`src/rtl/led_ctrl_pkg.sv`:
```
// rtl/led_ctrl_pkg.sv - shared constants and types for the LED group blank controller
//   Contents: group count and width, default debounce/blink periods,
//             group mask type, debounce state encoding.
package led_ctrl_pkg;

  localparam int N_GRP_DEF           = 4;
  localparam int GRP_WIDTH           = 4;         // LEDs per group
  localparam int DEBOUNCE_CYCLES_DEF = 1000000;   // 10 ms at 100 MHz
  localparam int BLINK_CYCLES_DEF    = 25000000;  // blink half-period

  typedef logic [N_GRP_DEF-1:0] grp_mask_t;

  typedef enum logic {
    DB_STABLE   = 1'b0,
    DB_CHANGING = 1'b1
  } db_state_e;

endpackage

```
`src/rtl/btn_debounce.sv`:
```
// rtl/btn_debounce.sv - single push button synchroniser, debouncer and press detector
//   clk     in  system clock
//   rst_n   in  asynchronous active-low reset
//   btn_i   in  raw asynchronous button, active-high
//   pulse_o out one-cycle pulse, the cycle after the debounced level rises
module btn_debounce
  import led_ctrl_pkg::*;
#(
  parameter int DEBOUNCE_CYCLES = DEBOUNCE_CYCLES_DEF
) (
  input  logic clk,
  input  logic rst_n,
  input  logic btn_i,
  output logic pulse_o
);

  localparam int              CNT_W   = $clog2(DEBOUNCE_CYCLES);
  localparam logic [CNT_W-1:0] CNT_MAX = CNT_W'(DEBOUNCE_CYCLES - 1);

  logic             sync1_q, sync1_d;
  logic             sync2_q, sync2_d;
  logic             stable_q, stable_d;
  logic             stable_dly_q, stable_dly_d;
  logic             pulse_q, pulse_d;
  logic [CNT_W-1:0] cnt_q, cnt_d;
  db_state_e        db_state;

  always_comb begin
    sync1_d      = btn_i;
    sync2_d      = sync1_q;
    stable_d     = stable_q;
    stable_dly_d = stable_q;
    cnt_d        = cnt_q;
    // Rising edge of the debounced level, registered once more so the
    // pulse lands one cycle after stable goes high.
    pulse_d      = stable_q & ~stable_dly_q;

    db_state = (sync2_q == stable_q) ? DB_STABLE : DB_CHANGING;

    case (db_state)
      DB_STABLE: begin
        cnt_d = '0;
      end
      DB_CHANGING: begin
        // Accept at CNT_MAX; the counter is cleared here so it never wraps.
        if (cnt_q == CNT_MAX) begin
          stable_d = sync2_q;
          cnt_d    = '0;
        end else begin
          cnt_d = cnt_q + 1'b1;
        end
      end
      default: begin
        cnt_d = '0;
      end
    endcase
  end

  always_ff @(posedge clk or negedge rst_n) begin
    if (!rst_n) begin
      sync1_q      <= 1'b0;
      sync2_q      <= 1'b0;
      stable_q     <= 1'b0;
      stable_dly_q <= 1'b0;
      pulse_q      <= 1'b0;
      cnt_q        <= '0;
    end else begin
      sync1_q      <= sync1_d;
      sync2_q      <= sync2_d;
      stable_q     <= stable_d;
      stable_dly_q <= stable_dly_d;
      pulse_q      <= pulse_d;
      cnt_q        <= cnt_d;
    end
  end

  assign pulse_o = pulse_q;

endmodule

```
`src/rtl/led_grp_blank_ctrl.sv`:
```
// rtl/led_grp_blank_ctrl.sv - per-group LED blank mask driven by debounced toggle buttons
//   Optional feature macro: LED_GRP_BLINK_EN (blanked groups blink instead of staying off)
//   clk         in  system clock
//   rst_n       in  asynchronous active-low reset
//   btn_i       in  raw push buttons, one per group
//   clr_i       in  synchronous clear of all blank bits (wins over presses)
//   grp_blank_o out per-group blank, 1 = group LEDs off
//   btn_pulse_o out one-cycle pulse per accepted press
module led_grp_blank_ctrl
  import led_ctrl_pkg::*;
#(
  parameter int N_GRP           = N_GRP_DEF,
  parameter int DEBOUNCE_CYCLES = DEBOUNCE_CYCLES_DEF,
  parameter int BLINK_CYCLES    = BLINK_CYCLES_DEF
) (
  input  logic             clk,
  input  logic             rst_n,
  input  logic [N_GRP-1:0] btn_i,
  input  logic             clr_i,
  output logic [N_GRP-1:0] grp_blank_o,
  output logic [N_GRP-1:0] btn_pulse_o
);

  logic [N_GRP-1:0] pulse;
  logic [N_GRP-1:0] mask_q, mask_d;

  for (genvar gi = 0; gi < N_GRP; gi++) begin : g_btn
    btn_debounce #(
      .DEBOUNCE_CYCLES(DEBOUNCE_CYCLES)
    ) u_btn_debounce (
      .clk    (clk),
      .rst_n  (rst_n),
      .btn_i  (btn_i[gi]),
      .pulse_o(pulse[gi])
    );
  end

  assign btn_pulse_o = pulse;

  // Each pulse toggles its own bit; clear overrides any same-cycle toggle.
  always_comb begin
    mask_d = mask_q ^ pulse;
    if (clr_i) begin
      mask_d = '0;
    end
  end

  always_ff @(posedge clk or negedge rst_n) begin
    if (!rst_n) begin
      mask_q <= '0;
    end else begin
      mask_q <= mask_d;
    end
  end

`ifdef LED_GRP_BLINK_EN
  localparam int               BLK_W   = $clog2(BLINK_CYCLES);
  localparam logic [BLK_W-1:0] BLK_MAX = BLK_W'(BLINK_CYCLES - 1);

  logic [BLK_W-1:0] blink_cnt_q, blink_cnt_d;
  logic             phase_q, phase_d;
  logic [N_GRP-1:0] blank_q, blank_d;

  // Free-running; clr_i deliberately leaves the phase alone.
  always_comb begin
    blink_cnt_d = blink_cnt_q + 1'b1;
    phase_d     = phase_q;
    if (blink_cnt_q == BLK_MAX) begin
      blink_cnt_d = '0;
      phase_d     = ~phase_q;
    end
    // Built from next-state values so the output register adds no latency
    // over the plain mask path.
    blank_d = mask_d & ~{N_GRP{phase_d}};
  end

  always_ff @(posedge clk or negedge rst_n) begin
    if (!rst_n) begin
      blink_cnt_q <= '0;
      phase_q     <= 1'b0;
      blank_q     <= '0;
    end else begin
      blink_cnt_q <= blink_cnt_d;
      phase_q     <= phase_d;
      blank_q     <= blank_d;
    end
  end

  assign grp_blank_o = blank_q;
`else
  assign grp_blank_o = mask_q;
`endif

endmodule

```
`config.mk`:
```
export PLATFORM = sky130hd
export DESIGN_NAME = led_grp_blank_ctrl
export DESIGN_NICKNAME = d
export VERILOG_FILES = /design/src/rtl/led_ctrl_pkg.sv /design/src/rtl/btn_debounce.sv /design/src/rtl/led_grp_blank_ctrl.sv
export SDC_FILE = /design/constraint.sdc
export NUM_CORES = 1
export LEC_CHECK = 0
export ABC_CLOCK_PERIOD_IN_PS = 2000
export CAP_MARGIN = 20
export CORE_ASPECT_RATIO = 1.75
export CORE_MARGIN = 1.5
export CORE_UTILIZATION = 50
export CTS_CLUSTER_SIZE = 12
export DETAILED_ROUTE_END_ITERATION = 10
export PLACE_DENSITY_LB_ADDON = 0.15
export SYNTH_ARGS = -nofsm -noshare
export SYNTH_HDL_FRONTEND = slang
export SYNTH_SLANG_ARGS = --single-unit
export TNS_END_PERCENT = 20
```
`constraint.sdc`:
```
create_clock -name clk -period 2 [get_ports clk]
set_input_delay 0.6 -clock clk [delete_from_list [all_inputs] [get_ports clk]]
set_output_delay 0.6 -clock clk [all_outputs]
set_load 0.01 [all_outputs]
```
==> metrics.cfg <==
[run_status]
status=complete, but fails checks
violations=negative setup slack

[sta]
finalHoldViolCount=0
slew_headroom_pct=64.7
holdWs_ns=0.157
worstMarginPinSlew_ns=0.524
fin_crit_sh_pct=100
skew_ns=0.00653
fin_crit_ns=2.00
max_freq_mhz=499
fin_ws_ns=-0.00497
slew_viol_final=0
setup_viol=1
rsz0062_at_grt=true

[route]
via_per_inst=5.34
via_count=3504
wl_per_cell_um=13.9
wl_um=9100
dr.pass1.iters=6
route.detailed.drc=0
ant_nets=0
drt-initial-drc-count=186

[synthesis]
synth_nets=480
synth.avg_cell_area_um2=10.2
ys_types=38
yosysMostFrequentCell=dfrtp_1
yosys.area.top_type=dfrtp_1
synth-edff-count=0
ys.flop_type=dfrtp_1
syn-cell-area_um2=4800
ys.warnings.count=0
synth_top_area_share_pct=54.2
ys_seq_area_share_pct=54.2
yosys-top-cells-count=104 x dfrtp_1, 84 x nor2_1, 52 x xnor2_1, 25 x nand3_1, 24 x nor3_1
synth.area.top_cells=dfrtp_1 54%, xnor2_1 9.5%, nor2_1 6.6%
ys_seq_elements=104
async_flop_share_pct=100
synthCells=469

[power_and_ir_drop]
p_leak_nw=2.33
sw_frac_of_total_pct=20.7
clkPwrFrac_pct=43.4
switchingPower_w=0.000843
pwr-share-comb_pct=3.6
power_frac_seq_pct=53.0
powerDensity_nw_per_um2=709
cell_internal_pwr_w=0.00322
vdd_drop_max_v=0.000548

[worst_setup_path]
crit_buf_inv=0
worstPathArrival_ns=2.24
crit_family=simple AND/OR/NAND/NOR gates
r2r_slack_ns=-0.005
reg2reg_to=g_btn[1].u_btn_debounce.stable_dly_d
crit_chain=or4b_1 > or4_4 > nor2_4 > mux2_4
worstSetupEndpointType=flop
r2r.worst_path.cells=4
required_ns=2.23
slowest_delay_ns=0.54
worstSetupPathType=flop to flop
slowest_stage=or4b_1
r2r_start=g_btn[1].u_btn_debounce.cnt_q[6]
path_max_fanout=2
cp-start-kind=flop

[layout]
n_fill_cell=809
instances_no_fill=656
diodes=0
areaGrowthSynthToFinish_pct=19.4
finalNetCount=540
drive_gt1_share_pct=14.6

[floorplanning]
core_um2=9410
dieHeight_um=133
start_util_pct=51.0
ios=15
die_area_um2=10200
rows=47
die_x_um=77.1

[global_routing]
track_usage_pct=19.4
grt_max_degree=44
antenna_found_initial=0
grt_overflow=0
first_global_vias=3456
grt_pass1_wl_um=15700

[place]
gp_congestion=0.868
place_hpwl_um=6510
port_buffers=14
dp.cells=637

[cts]
path_clk_slew_ns=0.07
clock-sinks=104
ctsHoldBuffers=0
h-tree-depth=3
root_buffer=clkbuf_16
clk_path_buf_depth=2
clk_latency_ns=0.34
cts_tree=done
cts_inserted_buffers=9

[flow_run]
drv_cap=0

[hold_path]
hold_path_class=input port to asynchronous set/reset pin

## timing repair
item                                    in CTS  in global routing
pin swaps                                    2                  8
resized for setup                            0                  3
endpoints found under the setup margin       1                 13
setup buffers                                0                  3
## power groups by stage
stage	combinational, W	clock (W)	sequential (W)
final	0.000147	0.00176	0.00215
after global placement	0.000148	0	0.00219
after floorplan	0.0000605	0	0.00219
after global routing	0.000172	0.00190	0.00216
after CTS	0.000152	0.00181	0.00215
after detailed placement	0.000152	0	0.00219
## registers in the layout, indices dropped and copies added, names as in the netlist
signal / count
g_btn.u_btn_debounce.stable_dly_d: 4
g_btn.u_btn_debounce.cnt_q: 80
g_btn.u_btn_debounce.sync2_q: 4
g_btn.u_btn_debounce.sync1_q: 4
g_btn.u_btn_debounce.pulse_o: 4
grp_blank_o: 4
g_btn.u_btn_debounce.stable_dly_q: 4
## kinds of logic (layout without fill, tap and decap cells)
group | after synthesis | after routing | share of synthesized area (%)
AO/OA/AOI/OAI | 32 | 32 | 4.54
AND/OR/NAND/NOR | 227 | 227 | 23.6
flip-flops | 104 | 104 | 54.2
adder cells (fa/ha/maj) | 4 | 4 | 1.04
multiplexers | 10 | 10 | 2.19
XOR/XNOR | 63 | 63 | 11.5
buffers and inverters | 29 | 94 | 2.89
## per-layer routing
metal  routed length, µm  track usage [%]
met5                   0                0
met4                 217             9.19
met3                 187             3.52
met2                4840             33.6
met1                3860             23.0
## layout make-up
type	instances	area (µm²)	share of cell area [%]
tap	122	153	2.66
clock inverter	3	40.0	0.699
clock buffer	13	260	4.54
timing repair buffer	59	513	8.95
inverter	19	71.3	1.24
sequential	104	2600	45.4
multi-input combinational	336	2090	36.5
## stage by stage
stage	utilization, %	total power (W)	setup TNS (ns)	area (µm²)	setup WS (ns)
6_report	60.9	0.00406	-0.00497	5730	-0.00497
5_1_grt	60.9	0.00423	-0.0625	5730	-0.0452
4_1_cts	60.5	0.00412	0	5700	0.00327
3_5_place_dp	57.3	0.00234	-0.0244	5400	-0.0244
3_3_place_gp	57.3	0.00234	-0.0202	5400	-0.0202
2_1_floorplan	-	0.00225	-0.0165	4810	-0.0165
## how the worst max path moves through the flow
| stage | startpoint | to | slack [ns] | depth (start not counted) |
|---|---|---|---|---|
| finish | g_btn[1].u_btn_debounce.cnt_q[6] | g_btn[1].u_btn_debounce.stable_dly_d | -0.005 | 4 |
| CTS | g_btn[1].u_btn_debounce.cnt_q[12] | g_btn[1].u_btn_debounce.stable_dly_d | 0.003 | 4 |
| global route | g_btn[1].u_btn_debounce.cnt_q[6] | g_btn[1].u_btn_debounce.stable_dly_d | -0.05 | 4 |
| floorplan | g_btn[1].u_btn_debounce.cnt_q[8] | g_btn[1].u_btn_debounce.stable_dly_d | -0.02 | 4 |
| detailed placement | g_btn[1].u_btn_debounce.cnt_q[11] | g_btn[1].u_btn_debounce.stable_dly_d | -0.02 | 4 |
| global placement | g_btn[1].u_btn_debounce.cnt_q[11] | g_btn[1].u_btn_debounce.stable_dly_d | -0.02 | 4 |
## placed cells by master (no fill, tap or decap), types with 10 or more instances in the layout
| cell type | Yosys | final |
|---|---|---|
| a21oi_1 | 10 | 10 |
| buf_4 | 4 | 43 |
| clkdlybuf4s50_1 | 0 | 13 |
| dfrtp_1 | 104 | 104 |
| inv_1 | 19 | 19 |
| nand2_1 | 22 | 22 |
| nand3_1 | 25 | 25 |
| nand4_1 | 20 | 20 |
| nor2_1 | 84 | 82 |
| nor3_1 | 24 | 24 |
| nor4_1 | 19 | 19 |
| o21ai_0 | 11 | 11 |
| xnor2_1 | 52 | 52 |
| xor2_1 | 11 | 11 |
Power figures use the tool's default switching activity.
